==> src/rtl/la_pkg.sv <==
// Shared definitions for the logic-analyser trace path: word field layout and
// decoder state encoding, used by both the encoder and the decoder.
package la_pkg;

  localparam int pSIG_WIDTH    = 24;
  localparam int pRC_WIDTH     = 8;
  localparam int LA_USER_WIDTH = 2;

  // Trace word layout: repeat count above the signal field.
  localparam int LA_SIG_LSB = 0;
  localparam int LA_SIG_MSB = pSIG_WIDTH - 1;
  localparam int LA_RC_LSB  = pSIG_WIDTH;
  localparam int LA_RC_MSB  = pSIG_WIDTH + pRC_WIDTH - 1;

  typedef logic [0:0] la_state_t;
  localparam la_state_t LA_IDLE   = 1'b0;
  localparam la_state_t LA_EXPAND = 1'b1;

endpackage

==> src/rtl/la_sat_counter.sv <==
// Event counter with synchronous clear; pSATURATE selects sticking at all-ones
// instead of wrapping.
module la_sat_counter #(
  parameter int pWIDTH    = 16,
  parameter bit pSATURATE = 1'b1
) (
  input  logic              clk,
  input  logic              rst_n,
  input  logic              i_clr,
  input  logic              i_inc,
  output logic [pWIDTH-1:0] o_count
);

  localparam logic [pWIDTH-1:0] ONE = {{(pWIDTH-1){1'b0}}, 1'b1};

  logic [pWIDTH-1:0] r_count;
  logic              w_hold;

  assign w_hold = pSATURATE && (&r_count);

  // NOTE: sequential state is assigned with <= so every register samples the
  // pre-edge values, independent of statement order.
  always_ff @(posedge clk or negedge rst_n) begin
    if (!rst_n) begin
      r_count <= '0;
    end else if (i_clr) begin
      r_count <= '0;
    end else if (i_inc && !w_hold) begin
      r_count <= r_count + ONE;
    end
  end

  assign o_count = r_count;

endmodule

==> src/rtl/la_trace_decoder.sv <==
// Expands run-length trace words {rc, signals} into rc back-to-back samples,
// flagging rc=0 overflow records and marking the first sample after them.
module la_trace_decoder #(
  parameter int pDATA_WIDTH = 32,
  parameter int pSIG_WIDTH  = la_pkg::pSIG_WIDTH,
  parameter int pRC_WIDTH   = la_pkg::pRC_WIDTH
) (
  input  logic                   axis_clk,
  input  logic                   axis_rst_n,
  input  logic [pDATA_WIDTH-1:0] s_tdata,
  input  logic                   s_tvalid,
  output logic                   s_tready,
  input  logic                   s_tlast,
  input  logic [1:0]             s_tuser,
  output logic [pSIG_WIDTH-1:0]  m_sample,
  output logic                   m_valid,
  input  logic                   m_ready,
  output logic                   m_last,
  output logic                   m_resync,
  output logic [1:0]             m_user,
  input  logic                   soft_clr,
  output logic                   ovf_flag,
  output logic [15:0]            ovf_count,
  output logic [31:0]            sample_count
);

  import la_pkg::*;

  localparam logic [pRC_WIDTH-1:0] RC_ONE = {{(pRC_WIDTH-1){1'b0}}, 1'b1};

  la_state_t              r_state;
  logic [pRC_WIDTH-1:0]   r_rem;
  logic [pSIG_WIDTH-1:0]  r_sig;
  logic [1:0]             r_user;
  logic                   r_last;
  logic                   r_first;
  logic                   r_resync_pend;
  logic                   r_ovf_flag;
  logic                   r_rdy_en;

  logic [pRC_WIDTH-1:0]   w_rc;
  logic [pSIG_WIDTH-1:0]  w_sig;
  logic                   w_rc_zero;
  logic                   w_take;
  logic                   w_fire;
  logic                   w_rem_one;
  logic                   w_expand;

  assign w_rc      = s_tdata[pSIG_WIDTH +: pRC_WIDTH];
  assign w_sig     = s_tdata[pSIG_WIDTH-1:0];
  assign w_rc_zero = (w_rc == '0);
  assign w_expand  = (r_state == LA_EXPAND);
  assign w_rem_one = (r_rem == RC_ONE);

  // A new word is only taken while the final held sample leaves, so records
  // chain without a bubble; r_rdy_en keeps s_tready low until the first edge
  // after reset.
  assign s_tready = r_rdy_en && (!w_expand || (w_rem_one && m_ready));
  assign w_take   = s_tvalid && s_tready;
  assign w_fire   = m_valid && m_ready;

  assign m_valid  = w_expand;
  assign m_sample = r_sig;
  assign m_user   = r_user;
  assign m_last   = w_expand && w_rem_one && r_last;
  assign m_resync = w_expand && r_first && r_resync_pend;
  assign ovf_flag = r_ovf_flag;

  always_ff @(posedge axis_clk or negedge axis_rst_n) begin
    if (!axis_rst_n) begin
      r_rdy_en <= 1'b0;
    end else begin
      r_rdy_en <= 1'b1;
    end
  end

  always_ff @(posedge axis_clk or negedge axis_rst_n) begin
    if (!axis_rst_n) begin
      r_state       <= LA_IDLE;
      r_rem         <= '0;
      r_sig         <= '0;
      r_user        <= '0;
      r_last        <= 1'b0;
      r_first       <= 1'b0;
      r_resync_pend <= 1'b0;
      r_ovf_flag    <= 1'b0;
    end else if (soft_clr) begin
      r_state       <= LA_IDLE;
      r_rem         <= '0;
      r_sig         <= '0;
      r_user        <= '0;
      r_last        <= 1'b0;
      r_first       <= 1'b0;
      r_resync_pend <= 1'b0;
      r_ovf_flag    <= 1'b0;
    end else begin
      if (w_take && !w_rc_zero) begin
        r_state <= LA_EXPAND;
        r_rem   <= w_rc;
        r_sig   <= w_sig;
        r_user  <= s_tuser;
        r_last  <= s_tlast;
        r_first <= 1'b1;
      end else if (w_fire) begin
        // An rc=0 word taken here also lands in this branch and ends in IDLE.
        r_rem   <= r_rem - RC_ONE;
        r_first <= 1'b0;
        if (w_rem_one) begin
          r_state <= LA_IDLE;
        end
      end

      // A fresh overflow wins over clearing on a simultaneous resync sample.
      if (w_take && w_rc_zero) begin
        r_resync_pend <= 1'b1;
        r_ovf_flag    <= 1'b1;
      end else if (w_fire && r_first) begin
        r_resync_pend <= 1'b0;
      end
    end
  end

  la_sat_counter #(
    .pWIDTH   (16),
    .pSATURATE(1'b1)
  ) u_ovf_count (
    .clk    (axis_clk),
    .rst_n  (axis_rst_n),
    .i_clr  (soft_clr),
    .i_inc  (w_take && w_rc_zero),
    .o_count(ovf_count)
  );

  la_sat_counter #(
    .pWIDTH   (32),
    .pSATURATE(1'b0)
  ) u_sample_count (
    .clk    (axis_clk),
    .rst_n  (axis_rst_n),
    .i_clr  (soft_clr),
    .i_inc  (w_fire),
    .o_count(sample_count)
  );

endmodule

==> config.mk <==
export PLATFORM = sky130hd
export DESIGN_NAME = la_trace_decoder
export DESIGN_NICKNAME = d
export VERILOG_FILES = /design/src/rtl/la_pkg.sv /design/src/rtl/la_sat_counter.sv /design/src/rtl/la_trace_decoder.sv
export SDC_FILE = /design/constraint.sdc
export NUM_CORES = 1
export LEC_CHECK = 0
export ABC_AREA = 1
export CORE_UTILIZATION = 45
export DETAILED_ROUTE_END_ITERATION = 6
export PLACE_DENSITY = 0.77
export RECOVER_POWER = 100
export SLEW_MARGIN = 5
export SYNTH_ARGS = -nofsm -noshare
export SYNTH_HDL_FRONTEND = slang
export SYNTH_HIERARCHICAL = 1
export SYNTH_SLANG_ARGS = --single-unit
export TNS_END_PERCENT = 50
==> constraint.sdc <==
create_clock -name axis_clk -period 1.97 [get_ports axis_clk]
set_input_delay 0.4925 -clock axis_clk [delete_from_list [all_inputs] [get_ports axis_clk]]
set_output_delay 0.4925 -clock axis_clk [all_outputs]
set_load 0.1 [all_outputs]
==> metrics.csv <==
metric,value,unit
firstDrtPassIters,6,
portBuffers,118,
layout-area-overhead-vs-synth,35.83,%
track_usage,25.89,%
synthXorXnorAreaFrac,0.7167,%
cts_sinks,88,
rsz0062_at_grt,true,
path_delay_family,buffers and inverters,
viasPerCell,5.302,
drive_gt1_share,25.72,%
antenna_found_initial,0,
fmax,456.0,MHz
pre_cts_ws,-0.3203,ns
grt_pass1_vias,5155,
fin_cells,972,
crit_path_start_kind,flip-flop,
finalWorstSetupSlack,-0.2230,ns
first_iter_violations,320,
place_congestion,0.8814,
clkPwrFrac,31.5,%
synthArstFlopShare,100.0,%
p_sw_share,30.75,%
cpMaxStageDelayCell,dfrtp_1,
max_cap_violations,0,
vias,5154,
p_per_area,600.0,nW/µm²
grt_pass1_wl,23490,µm
placed_cell_area,7392,µm²
vdd_drop_max,510.7,µV
syn_inst,662,
overflow,0,
die-area,11280,µm²
num_antenna_cells,0,
synthAdderAreaFrac,1.024,%
synth_top_area_share,45.05,%
cts_max_level,3,
crit_buf_inv,4,
p_int,2.759,mW
synthesis.nets,706,
start_util,46.93,%
maxSlewViolCount,0,
coreArea,10420,µm²
clock_latency,0.36,ns
dp.cells,944,
synth_compound_area_share,6.168,%
cts_buffer_depth,2,
hold_class,input port to async pin,
yosysWarnings,6,
clockRootBuffer,clkbuf_8,
grt_max_degree,40,
cts_buffers,9,
syn_area,4888,µm²
hpwlAfterDp,10160,µm
synth_top_area_cell,dfrtp_1,
slowest_delay,0.39,ns
status,"complete, but fails checks",
yosys.area_share.simple,39.70,%
yosysUniqueCellTypes,35,
required,1.48,ns
relSlewSlack,32.37,%
combPwrFrac,20.8,%
path_max_fanout,2,
endpoint_kind,primary output,
final.min_clock_period,2.193,ns
arrival,1.70,ns
chipWidth,106.2,µm
ys_ff_latch,88,
synth_top_flop_cell,dfrtp_1,
hold_viol_final,0,
fp.dieH,106.2,µm
synth.avg_cell_area,7.384,µm²
period_share,111.3,%
cts_tree,yes,
fin_worst_skew,0.008670,ns
wire_per_inst,14.83,µm
synth.area.top_cells,"dfrtp_1 45%, nand2_1 16%, nor2_1 7.8%",
wirelength,14410,µm
power_switching,1.225,mW
nNetsFinal,875,
worst_pin_slew,1.014,ns
p_leak,3.248,nW
finalSetupViolations,24,
synth_most_common_cell,nand2_1,
ios,119,
power_frac_seq,47.7,%
post-route-drc-count,0,
crit_path_cell_trace,inv_2 > ha_4 > nand2_4 > nor2_4 > nand3_2 > nand2_2 > inv_2 > nor2_4 > buf_6 > buf_12,
synth_edf_count,0,
seq_area_frac_synth,45.05,%
clk_pin_slew_worst_paths,0.09,ns
synthTopCellsByCount,"206 x nand2_1, 101 x nor2_1, 88 x dfrtp_1, 75 x nand3_1, 56 x inv_1",
antenna_left,0,
critical_path_class,flip-flop to primary output,
violations,setup timing,
hold_ws,0.2866,ns
final_cell_area,6640,µm²
rows,37,
power,3.984,mW
synthMuxAreaShare,0,%
synth_top_family_by_area,simple AND/OR/NAND/NOR gates,
[registers in the layout, summed over array words and instances, names as in the netlist]
| signal | cells |
|---|---|
| m_sample | 24 |
| m_user | 2 |
| m_valid | 1 |
| ovf_flag | 1 |
| r_first | 1 |
| r_last | 1 |
| r_rdy_en | 1 |
| r_rem | 8 |
| r_resync_pend | 1 |
| u_ovf_count/o_count | 16 |
| u_sample_count/o_count | 32 |
[layer usage]
metal | track usage (%) | part of all wire (%) | up-vias
li1 | - | - | 2430
met1 | 30.60 | 40 | 2438
met2 | 44.11 | 49 | 235
met3 | 7.787 | 7.6 | 51
met4 | 9.921 | 3.0 | 0
met5 | 0 | 0 | -
[cells by family after synthesis]
| family | count (synthesis) |
|---|---|
| AOI/OAI and AO/OA | 54 |
| xor gates and xnor gates | 4 |
| buffers and inverters | 80 |
| DFF | 88 |
| and+or+nand+nor | 431 |
| other | 1 |
| adders and majority gates | 4 |
[through the flow]
stage	utilization, %	TNS (ns)
3_5_place_dp	70.97	-8.298
2_1_floorplan	-	-6.845
3_3_place_gp	70.97	-4.975
5_1_grt	63.75	-6.613
6_report	63.75	-1.606
4_1_cts	73.60	-2.929
[placed cells by master (no fill, tap or decap), types with 3 or more instances in the layout]
cell type | Yosys | final
a21oi_2 | 3 | 5
clkbuf_8 | 0 | 10
buf_12 | 0 | 10
inv_1 | 56 | 53
o21ai_0 | 16 | 16
nand3b_1 | 3 | 3
nand2_2 | 11 | 14
buf_2 | 2 | 5
nand4_1 | 11 | 11
ha_1 | 4 | 3
buf_4 | 2 | 37
dfrtp_2 | 0 | 5
clkdlybuf4s50_1 | 0 | 37
nor2_1 | 101 | 94
a21oi_1 | 28 | 26
inv_2 | 7 | 8
dfrtp_1 | 88 | 83
nor2_4 | 12 | 15
clkbuf_1 | 2 | 8
xnor2_1 | 4 | 4
nor2_2 | 4 | 9
buf_6 | 6 | 6
nand3_1 | 75 | 72
nand3_2 | 1 | 3
nand2_1 | 206 | 201
clkbuf_2 | 0 | 68
[final timing paths]
path	depth (start not counted)	endpoint	slack, ns	startpoint
max	10	s_tready	-0.22	r_rem[1]$_DFFE_PN0P_
min	1	u_sample_count/o_count[4]$_DFFE_PN0P_	0.29	axis_rst_n
max reg2reg	18	u_ovf_count/o_count[13]$_DFFE_PN0P_	-0.17	r_rem[1]$_DFFE_PN0P_
min reg2reg	1	ovf_flag$_DFFE_PN0P_	0.49	ovf_flag$_DFFE_PN0P_
max in group asynchronous	2	m_valid$_DFFE_PN0P_	0.48	axis_rst_n
min in group axis_clk	1	ovf_flag$_DFFE_PN0P_	0.49	ovf_flag$_DFFE_PN0P_
[final cells by class]
class,instances,area (µm²)
timing repair buffer,172,1358
tap,136,170.2
clock buffer,13,148.9
fill,852,3776
multi-input combinational,495,2462
inverter,65,250.2
clock inverter,3,42.54
sequential,88,2208
[power by group through the flow]
stage	clock, mW	sequential [mW]	combinational, mW
floorplan	0	2.14	0.255
finish	1.26	1.90	0.829
global route	1.35	1.91	0.881
CTS	1.27	1.91	0.888
detailed placement	0	1.95	0.860
global placement	0	1.94	0.843
[repair_timing]
item	in CTS	in global routing
gates resized for setup	7	28
pin swaps	6	6
buffers inserted	7	9
cloned	0	2
hold buffers	0	0
setup endpoints to repair	4	55
No activity file was read; power rests on OpenSTA's default activity.
